===== config.mk =====
export PLATFORM = sky130hd
export DESIGN_NAME = core_fetch_flat
export DESIGN_NICKNAME = d
export VERILOG_FILES = /design/src/rtl/core_fetch_if.sv /design/src/rtl/core_fetch.sv /design/src/flat_wrapper.sv
export SDC_FILE = /design/constraint.sdc
export NUM_CORES = 1
export LEC_CHECK = 0
export ABC_AREA = 1
export CORE_ASPECT_RATIO = 1.4
export CORE_MARGIN = 2
export CORE_UTILIZATION = 56
export CTS_CLUSTER_SIZE = 28
export DETAILED_ROUTE_END_ITERATION = 10
export GPL_TIMING_DRIVEN = 0
export PLACE_DENSITY_LB_ADDON = 0.2
export SLEW_MARGIN = 20
export SYNTH_ARGS = -nofsm -noshare
export SYNTH_HDL_FRONTEND = slang
export SYNTH_SLANG_ARGS = --single-unit

===== constraint.sdc =====
create_clock -name clk -period 3.7 [get_ports clk]
set_clock_uncertainty 0.1 [all_clocks]
set_input_delay 0.37 -clock clk [delete_from_list [all_inputs] [get_ports clk]]
set_output_delay 0.37 -clock clk [all_outputs]
set_load 0.05 [all_outputs]

===== src/rtl/core_fetch_if.sv =====
// core_fetch_if: instruction-bus bundle between the fetch unit and memory.
//   bus_addr  : word address of the outstanding read (driven by master)
//   bus_start : one-cycle pulse starting a read (driven by master)
//   bus_ready : read complete, bus_data valid this cycle (driven by slave)
//   bus_data  : read data (driven by slave)
// Modports: master = fetch unit, slave = memory / bus responder.
interface core_fetch_if;
  logic [29:0] bus_addr;
  logic        bus_start;
  logic        bus_ready;
  logic [31:0] bus_data;

  modport master (output bus_addr, output bus_start, input bus_ready, input bus_data);
  modport slave  (input bus_addr, input bus_start, output bus_ready, output bus_data);
endinterface


===== src/rtl/core_fetch.sv =====
// core_fetch: instruction fetch unit. Issues word reads on the instruction bus,
// buffers returned words in a prefetch queue and presents one instruction per
// cycle to the decoder. A taken branch flushes queued and in-flight words and
// redirects fetch to branch_target.
//
// Ports:
//   clk, rst       : clock, synchronous active-high reset
//   stall          : hold the current output instruction
//   branch         : flush and redirect (highest priority)
//   branch_target  : word address of the redirect target
//   bus            : core_fetch_if.master (bus_addr/bus_start out, bus_ready/bus_data in)
//   insn, insn_pc  : instruction and its word address
//   insn_valid     : insn is real (0 = bubble)
//
// Configuration macro: CORE_FETCH_QUEUE_EN
//   defined   -> prefetch queue of QUEUE_DEPTH entries (power of two >= 2)
//   undefined -> single-entry queue; a new read issues only once the previous
//                word has been popped
module core_fetch #(
  parameter int QUEUE_DEPTH = 4
) (
  input  logic         clk,
  input  logic         rst,
  input  logic         stall,
  input  logic         branch,
  input  logic [29:0]  branch_target,
  core_fetch_if.master bus,
  output logic [31:0]  insn,
  output logic [29:0]  insn_pc,
  output logic         insn_valid
);

`ifdef CORE_FETCH_QUEUE_EN
  localparam int DEPTH = QUEUE_DEPTH;
`else
  // Single entry regardless of QUEUE_DEPTH.
  localparam int DEPTH = (QUEUE_DEPTH > 0) ? 1 : 1;
`endif
  localparam int AW    = (DEPTH > 1) ? $clog2(DEPTH) : 1;
  localparam int QSIZE = 1 << AW;
  localparam int CW    = $clog2(DEPTH + 1);

  typedef enum logic [1:0] {S_IDLE, S_WAIT, S_DISCARD} state_e;

  typedef struct packed {
    logic [29:0] pc;
    logic [31:0] word;
  } entry_t;

  state_e              state_q, state_d;
  logic [29:0]         fetch_pc_q, fetch_pc_d;
  logic [29:0]         bus_addr_q, bus_addr_d;
  logic                bus_start_q, bus_start_d;
  entry_t [QSIZE-1:0]  mem_q, mem_d;
  logic [AW-1:0]       rd_ptr_q, rd_ptr_d;
  logic [AW-1:0]       wr_ptr_q, wr_ptr_d;
  logic [CW-1:0]       count_q, count_d;
  logic [31:0]         insn_q, insn_d;
  logic [29:0]         insn_pc_q, insn_pc_d;
  logic                insn_valid_q, insn_valid_d;

  logic push, pop, room, issue;

  assign bus.bus_addr  = bus_addr_q;
  assign bus.bus_start = bus_start_q;
  assign insn          = insn_q;
  assign insn_pc       = insn_pc_q;
  assign insn_valid    = insn_valid_q;

  // Queue and output stage. Branch wins over push, pop and stall.
  always_comb begin
    push         = (state_q == S_WAIT) && bus.bus_ready && !branch;
    pop          = !branch && !stall && (count_q != '0);
    mem_d        = mem_q;
    rd_ptr_d     = rd_ptr_q;
    wr_ptr_d     = wr_ptr_q;
    count_d      = count_q;
    insn_d       = insn_q;
    insn_pc_d    = insn_pc_q;
    insn_valid_d = insn_valid_q;

    if (branch) begin
      rd_ptr_d     = '0;
      wr_ptr_d     = '0;
      count_d      = '0;
      insn_valid_d = 1'b0;
    end else begin
      if (push) begin
        mem_d[wr_ptr_q] = '{pc: fetch_pc_q, word: bus.bus_data};
        wr_ptr_d = (wr_ptr_q == AW'(DEPTH - 1)) ? '0 : wr_ptr_q + AW'(1);
      end
      if (pop) begin
        insn_d    = mem_q[rd_ptr_q].word;
        insn_pc_d = mem_q[rd_ptr_q].pc;
        rd_ptr_d  = (rd_ptr_q == AW'(DEPTH - 1)) ? '0 : rd_ptr_q + AW'(1);
      end
      if (!stall) insn_valid_d = pop;
      count_d = count_q + CW'(push) - CW'(pop);
    end
  end

  // Bus FSM. Room is judged on next-edge queue occupancy; the outstanding
  // request (if any) completes on the same edge we would issue from, so it no
  // longer counts. Completing a read and issuing the next one are folded into
  // a single edge (ready -> IDLE -> issue), which gives back-to-back reads of
  // issue, ready, issue and a restart one cycle after a discarded read returns.
  always_comb begin
    state_d     = state_q;
    fetch_pc_d  = fetch_pc_q;
    bus_addr_d  = bus_addr_q;
    bus_start_d = 1'b0;
    issue       = 1'b0;
    room        = (count_d < CW'(DEPTH));

    case (state_q)
      S_IDLE: begin
        // A stray bus_ready here (e.g. after reset) is ignored.
        if (branch) fetch_pc_d = branch_target;
        else        issue      = room;
      end
      S_WAIT: begin
        if (branch) begin
          fetch_pc_d = branch_target;
          // A ready on the branch edge retires the read, so nothing is left to discard.
          state_d    = bus.bus_ready ? S_IDLE : S_DISCARD;
        end else if (bus.bus_ready) begin
          fetch_pc_d = fetch_pc_q + 30'd1;
          state_d    = S_IDLE;
          issue      = room;
        end
      end
      S_DISCARD: begin
        if (branch) begin
          fetch_pc_d = branch_target;
          if (bus.bus_ready) state_d = S_IDLE;
        end else if (bus.bus_ready) begin
          state_d = S_IDLE;
          issue   = room;
        end
      end
      default: state_d = S_IDLE;
    endcase

    if (issue) begin
      bus_start_d = 1'b1;
      bus_addr_d  = fetch_pc_d;
      state_d     = S_WAIT;
    end
  end

  always_ff @(posedge clk) begin
    if (rst) begin
      state_q      <= S_IDLE;
      fetch_pc_q   <= '0;
      bus_addr_q   <= '0;
      bus_start_q  <= 1'b0;
      mem_q        <= '0;
      rd_ptr_q     <= '0;
      wr_ptr_q     <= '0;
      count_q      <= '0;
      insn_q       <= '0;
      insn_pc_q    <= '0;
      insn_valid_q <= 1'b0;
    end else begin
      state_q      <= state_d;
      fetch_pc_q   <= fetch_pc_d;
      bus_addr_q   <= bus_addr_d;
      bus_start_q  <= bus_start_d;
      mem_q        <= mem_d;
      rd_ptr_q     <= rd_ptr_d;
      wr_ptr_q     <= wr_ptr_d;
      count_q      <= count_d;
      insn_q       <= insn_d;
      insn_pc_q    <= insn_pc_d;
      insn_valid_q <= insn_valid_d;
    end
  end

endmodule


===== src/flat_wrapper.sv =====
// flat-port wrapper written by rule: the top's interface ports become plain ports
module core_fetch_flat 
#(
  parameter int QUEUE_DEPTH = 4
)
  (clk, rst, stall, branch, branch_target, insn, insn_pc, insn_valid, bus_bus_addr, bus_bus_start, bus_bus_ready, bus_bus_data);
  core_fetch_if bus_i ();
  input  logic clk;
  input  logic rst;
  input  logic stall;
  input  logic branch;
  input  logic [29:0] branch_target;
  output logic [31:0] insn;
  output logic [29:0] insn_pc;
  output logic insn_valid;
  output wire logic [$bits(bus_i.bus_addr)-1:0] bus_bus_addr;
  output wire logic [$bits(bus_i.bus_start)-1:0] bus_bus_start;
  input wire logic [$bits(bus_i.bus_ready)-1:0] bus_bus_ready;
  input wire logic [$bits(bus_i.bus_data)-1:0] bus_bus_data;
  assign bus_bus_addr = bus_i.bus_addr;
  assign bus_bus_start = bus_i.bus_start;
  assign bus_i.bus_ready = bus_bus_ready;
  assign bus_i.bus_data = bus_bus_data;
  core_fetch #(.QUEUE_DEPTH(QUEUE_DEPTH)) u_core (.clk(clk), .rst(rst), .stall(stall), .branch(branch), .branch_target(branch_target), .bus(bus_i), .insn(insn), .insn_pc(insn_pc), .insn_valid(insn_valid));
endmodule

==> results.py, run 1 <==
metrics = {
    "timing": {
        "timing_hold_violations_final": 0,
        "setup_tns_ns": 0,
        "worst_slew_pin_slew_ns": 0.722,
        "fin_crit_sh_pct": 66.9,
        "min_period_ns": 2.47,
        "whs_ns": 0.184,
        "finalMaxSlewViolations": 0,
        "finalSetupViolations": 0,
        "max_freq_mhz": 404,
        "maxSlewHeadroom_pct": 51.9,
        "rsz0062_at_grt": "no",
    },
    "logic_synthesis": {
        "synthTopCellsByArea": "dfxtp_1 (46%), nor2_1 (14%), nand2_1 (8.9%)",
        "yosysWarnings": 0,
        "ys_seq_elements": 189,
        "synth.largest_area_cell": "dfxtp_1",
        "synth-edff-count": 0,
        "synth_cell_types": 39,
        "synth_ff_type": "dfxtp_1",
        "synth_nets": 1269,
        "syn_area_sq_mm": 0.00831,
        "synth.most_common_cell": "nor2_1",
        "synth.cells.most_frequent": "nor2_1 (302), nand2_1 (196), dfxtp_1 (189)",
        "synth_cells": 1197,
        "ys_seq_area_share_pct": 45.6,
        "synthArstFlopShare_pct": 0,
        "synth_top_area_share_pct": 45.6,
        "synth.avg_cell_area_sq_um": 6.94,
    },
    "final_layout": {
        "final_layout_size_suffix_gt1_share_pct": 6.28,
        "nFillCells": 1200,
        "area_growth_syn_to_layout_pct": 29.0,
        "antenna_cells": 0,
        "fin_cells": 1575,
        "fin_nets": 1445,
    },
    "worst_setup_path": {
        "end_kind": "flop",
        "critPathArrivalTime_ns": 2.69,
        "required_ns": 3.91,
        "reg2reg_depth": 9,
        "rr_endpoint": "u_core.fetch_pc_q[0]",
        "rrSetupSlack_ns": 1.23,
        "worstSetupPathType": "reg2reg",
        "worstPathMaxFanout": 9,
        "start_kind": "flop",
        "r2r_start": "u_core.state_q[1]",
    },
    "global_route": {
        "grtUsageMet2_pct": 58.4,
        "grt_pass1_wl_mm": 40.3,
        "grt_pass1_vias": 8192,
        "grtUsageMet1_pct": 37.3,
        "overflow": 0,
        "grtUsageTotal_pct": 32.7,
        "grt_max_degree": 21,
        "busiest_layer": "met2",
        "antenna_found_initial": 0,
        "grt_util_met3_pct": 6.84,
    },
    "worst_hold_path": {
        "holdPathStages": 2,
        "hold_start": "rst",
        "hold_path_class": "in2reg",
        "whs_endpoint": "u_core.count_q",
    },
    "routing": {
        "antenna_left": 0,
        "drc": 0,
        "dr.pass1.iters": 7,
        "wl_mm": 26.0,
        "avgRoutedWirePerCell_um": 16.5,
        "vias_per_cell": 5.46,
        "num_vias": 8604,
        "drt_first_iter_violations": 644,
    },
    "floorplanning": {
        "start_util_pct": 57.2,
        "die-area_sq_mm": 0.0158,
        "die_y_um": 148,
        "core_area_sq_mm": 0.0145,
        "pin_count": 161,
        "die_w_um": 107,
        "num_rows": 52,
    },
    "clock_network": {
        "clkTransAtPathRegs_ns": 0.07,
        "clkLatencyLatePin_ns": 0.43,
        "root_buffer": "clkbuf_16",
        "clockBufferDepth": 2,
        "htree_levels": 4,
        "cts_made_buffers": 17,
        "cts-hold-fix-buffers": 0,
        "cts_tree": "yes",
        "cts-resized-gates": 0,
        "clock-sinks": 189,
        "cts_setup_buffers": 0,
    },
    "placement": {
        "place_hpwl_mm": 19.3,
        "place_inst": 1543,
        "place_congestion": 1.01,
        "io_buffers": 157,
    },
    "pwr": {
        "power.internal_uw": 3390,
        "power_frac_clock_pct": 36.5,
        "ir_drop_mv": 0.310,
        "power_per_cell_area_mw_per_mm2": 466,
        "power_leakage_uw": 0.00426,
        "p_total_uw": 4990,
        "power_frac_comb_pct": 18.5,
        "p_sw_uw": 1600,
        "sequentialPowerShare_pct": 45.1,
        "power.share.switching_pct": 32.1,
    },
    "job": {
        "cap_violations": 0,
    },
    "outcome": {
        "status": "finished, final reports clean",
    },
}
[layout make-up]
type,instances,area [sq um],share of cell area [%]
clock inverters,14,173,1.61
multi-input cells,860,3910,36.5
plain buffers,69,309,2.88
inverters,79,299,2.79
flip-flops and latches,189,3780,35.3
clock buffers,18,429,4.01
well taps,189,236,2.21
repair buffers,157,1570,14.7
[metal layers]
layer | share of wire [%] | up-vias | wire length [um]
met5 | 0 | - | 0
met4 | 3.8 | 0 | 981
met3 | 7.2 | 65 | 1880
met2 | 50 | 387 | 13000
met1 | 39 | 3925 | 10100
li1 | - | 4227 | -
[sequential cells by signal (all words and copies together), names as in the netlist]
register / cells
u_core.bus.bus_addr: 30
u_core.bus.bus_start: 1
u_core.count_q: 1
u_core.fetch_pc_q: 30
u_core.insn: 32
u_core.insn_pc: 30
u_core.insn_valid: 1
u_core.mem_q: 62
u_core.state_q: 2
[worst max-delay path by stage]
stage	end	from	cells past startpoint	slack, ns
floorplan	u_core.bus.bus_addr[2]	u_core.state_q[0]	9	1.92
global placement	u_core.fetch_pc_q[0]	u_core.state_q[1]	9	1.42
detailed placement	u_core.fetch_pc_q[0]	u_core.state_q[1]	9	1.40
CTS	u_core.fetch_pc_q[0]	u_core.state_q[1]	9	1.36
global route	u_core.fetch_pc_q[0]	u_core.state_q[1]	9	1.15
finish	u_core.fetch_pc_q[0]	u_core.state_q[1]	9	1.23
[cells in the final DEF, fill, tap and decap left out, types with 3 or more instances in the layout]
cell type / count
a21oi_1: 39
o211ai_1: 11
buf_6: 3
inv_2: 7
buf_2: 16
nand3_1: 81
clkinv_4: 4
nand2_1: 196
nand4_1: 15
nand2_2: 4
clkbuf_16: 17
nor2_2: 7
dfxtp_1: 189
nor3_1: 11
nor2_4: 4
o21ai_1: 12
ha_1: 5
inv_1: 70
clkinv_8: 6
o21ai_0: 139
or2_2: 7
clkdlybuf4s50_1: 157
clkbuf_1: 48
o31ai_1: 10
nor2_1: 302
[cells by family after synthesis]
logic type	share of synthesized area [%]
AND/OR/NAND/NOR	32.1
AO/OA/AOI/OAI	14.1
flip-flops	45.6
buffers and inverters	7.32
adder cells (fa/ha/maj)	0.753
XOR/XNOR	0.196
[power by group through the flow]
stage          clock [uW]  combinational [uW]  sequential [uW]
3_5_place_dp            0                 904             2290
6_report             1820                 924             2250
5_1_grt              1910                1000             2260
2_1_floorplan           0                 447             2420
3_3_place_gp            0                 891             2290
4_1_cts              1830                 913             2250
[worst max-delay path: stages, from the launching register on]
cell and delay, ns:
dfxtp_1 0.40, inv_1 0.10, ha_1 0.27, nor2_4 0.34, nand2_1 0.32, inv_1 0.19
o221ai_1 0.12, o211ai_1 0.12, o21ai_0 0.21, and2_1 0.21
[metrics by stage]
| step | cell area [sq um] | util, % | setup slack (ns) |
|---|---|---|---|
| floorplan | 8310 | - | 1.92 |
| global placement | 10100 | 69.7 | 1.42 |
| detailed placement | 10100 | 69.7 | 1.40 |
| CTS | 10700 | 73.9 | 1.36 |
| global route | 10700 | 73.9 | 1.15 |
| finish | 10700 | 73.9 | 1.23 |
No activity file was read; power rests on OpenSTA's default activity.
==> run 2, diff against run 1 <==
--- a/config.mk
+++ b/config.mk
@@ -8,7 +8,7 @@
 export ABC_AREA = 1
 export CORE_ASPECT_RATIO = 1.4
 export CORE_MARGIN = 2
-export CORE_UTILIZATION = 56
+export CORE_UTILIZATION = 47
 export CTS_CLUSTER_SIZE = 28
 export DETAILED_ROUTE_END_ITERATION = 10
 export GPL_TIMING_DRIVEN = 0
==> constraint.sdc (replaced) <==
create_clock -name clk -period 2.03 [get_ports clk]
set_clock_uncertainty 0.1 [all_clocks]
set_input_delay 0.203 -clock clk [delete_from_list [all_inputs] [get_ports clk]]
set_output_delay 0.203 -clock clk [all_outputs]
set_load 0.05 [all_outputs]
==> run 2 against run 1 <==
Net effect: clock power up 85%; count of clock-buffer cells in the layout unchanged; register-to-register slack worse by 1.1 ns; non-clock buffer count up 6; wire length up 2.2%; utilization down 11 points; flip-flop and latch count unchanged; design area up 1.9%; critical path depth down 8; global-route usage down 4.1 points; largest cell class unchanged; largest power group unchanged.
==> results.py, run 2 (synthesis gave the netlist of run 1 again) <==
metrics = {
    "outcome": {
        "status": "finished, final reports clean",
    },
    "global_route": {
        "grtUsageTotal_pct": 28.6,
        "overflow": 0,
        "grt_pass1_wl_mm": 41.6,
        "antenna_found_initial": 0,
        "grt_pass1_vias": 8152,
        "grt_max_degree": 21,
    },
    "pwr": {
        "power_per_cell_area_mw_per_mm2": 842,
        "power_frac_comb_pct": 18.8,
        "p_total_uw": 9190,
        "power_frac_clock_pct": 36.6,
        "power.internal_uw": 6250,
        "power_leakage_uw": 0.00431,
        "ir_drop_mv": 0.451,
        "p_sw_uw": 2940,
        "sequentialPowerShare_pct": 44.7,
        "power.share.switching_pct": 32.0,
    },
    "job": {
        "cap_violations": 0,
    },
    "routing": {
        "vias_per_cell": 5.19,
        "avgRoutedWirePerCell_um": 16.3,
        "wl_mm": 26.5,
        "antenna_left": 0,
        "num_vias": 8449,
        "drt_first_iter_violations": 662,
        "dr.pass1.iters": 6,
        "drc": 0,
    },
    "clock_network": {
        "clkLatencyLatePin_ns": 0.44,
        "htree_levels": 4,
        "cts_made_buffers": 17,
        "cts_tree": "yes",
        "cts-hold-fix-buffers": 0,
        "root_buffer": "clkbuf_16",
        "clkTransAtPathRegs_ns": 0.07,
        "clockBufferDepth": 2,
        "clock-sinks": 189,
    },
    "timing": {
        "finalSetupViolations": 0,
        "whs_ns": 0.0305,
        "worst_slew_pin_slew_ns": 0.771,
        "maxSlewHeadroom_pct": 48.6,
        "timing_hold_violations_final": 0,
        "fin_crit_sh_pct": 96.4,
        "finalMaxSlewViolations": 0,
        "max_freq_mhz": 511,
        "min_period_ns": 1.96,
    },
    "worst_setup_path": {
        "critPathTopFamily": "buffers and inverters",
        "cp_cell_sequence": "clkdlybuf4s50_1",
        "worstPathMaxFanout": 2,
        "cpPeakStageDelay_ns": 0.83,
        "worstSetupPathType": "reg2out",
        "slowest_stage": "clkdlybuf4s50_1",
        "start_kind": "flop",
        "required_ns": 1.73,
        "critPathArrivalTime_ns": 1.65,
        "end_kind": "output pin",
        "path_buf_inv": 1,
    },
    "floorplanning": {
        "die_w_um": 116,
        "die_y_um": 161,
        "start_util_pct": 47.9,
        "pin_count": 161,
        "num_rows": 57,
        "die-area_sq_mm": 0.0188,
        "core_area_sq_mm": 0.0173,
    },
    "final_layout": {
        "largest_reg_flops": 62,
        "final_common_cell": "nor2_1",
        "antenna_cells": 0,
        "final_layout_size_suffix_gt1_share_pct": 8.69,
        "regMostFlops": "u_core.mem_q",
        "fin_nets": 1451,
        "area_growth_syn_to_layout_pct": 31.5,
        "final_cell_mix": "nor2_1 (297), nand2_1 (195), dfxtp_1 (182), clkdlybuf4s50_1 (157), o21ai_0 (138)",
    },
    "worst_hold_path": {
        "hold_path_class": "in2reg",
    },
    "placement": {
        "io_buffers": 157,
        "place_hpwl_mm": 20.0,
        "place_congestion": 0.989,
    },
}
-- run 2: changes by cell type in the layout (fill, tap and decap cells not counted), sizes merged --
cell    before  now
buf         22   28
clkinv      11    5
inv         82   88
-- run 2: metal layers --
metal	wire (um)	GRT usage [%]	up-vias	part of all wire, %
met5	0	0	-	0
met4	741	11.3	0	2.8
met3	1780	5.25	46	6.7
met2	13500	50.9	331	51
met1	10600	33.4	3830	40
li1	-	-	4242	-
-- run 2: stage by stage --
step	setup WS [ns]	std cells	cell area [sq um]	util [%]	TNS, ns
after floorplan	0.250	1197	8310	-	0
after global placement	-0.307	1590	10200	58.7	-6.11
after detailed placement	-0.282	1590	10200	58.7	-7.93
after CTS	0.0145	1625	10800	62.5	0
after global routing	-0.00471	1628	10900	63.0	-0.00471
final	0.0731	1628	10900	63.0	0
-- run 2: worst register-to-register path: cells and delay by family, from the launching register on --
kind,cells,cell delay [ns]
buffers and inverters,4,0.75
AND/OR/NAND/NOR,5,0.40
flip-flops,1,0.36
adder cells (fa/ha/maj),1,0.21
-- run 2: worst paths after layout --
path	slack [ns]	depth (start not counted)	to	startpoint
max	0.07	1	insn_valid	u_core.insn_valid
max reg2reg	0.11	10	u_core.bus.bus_addr[29]	u_core.state_q[1]
min reg2reg	0.35	2	u_core.bus.bus_addr[11]	u_core.bus.bus_addr[11]
min	0.03	2	u_core.count_q	rst
-- run 2: cell type report --
class	instances	area, sq um
Fill cell	1681	6410
Multi-Input combinational cell	860	3980
Sequential cell	189	3790
Timing Repair Buffer	163	1620
Clock buffer	18	439
Buffer	69	328
Inverter	79	302
Tap cell	236	295
Clock inverter	14	163
-- run 2: power by group through the flow --
stage,registers [uW],logic [uW],clock network [uW]
6_report,4110,1720,3360
5_1_grt,4130,1870,3550
4_1_cts,4100,1690,3410
3_5_place_dp,4180,1660,0
3_3_place_gp,4180,1640,0
2_1_floorplan,4410,815,0
-- run 2: what timing repair did --
action | in CTS | in global routing
gates resized for setup | 13 | 31
pin swaps | 2 | 5
gates cloned | 0 | 0
setup buffers | 3 | 3
hold endpoints to repair | 0 | 0
setup endpoints to repair | 69 | 57
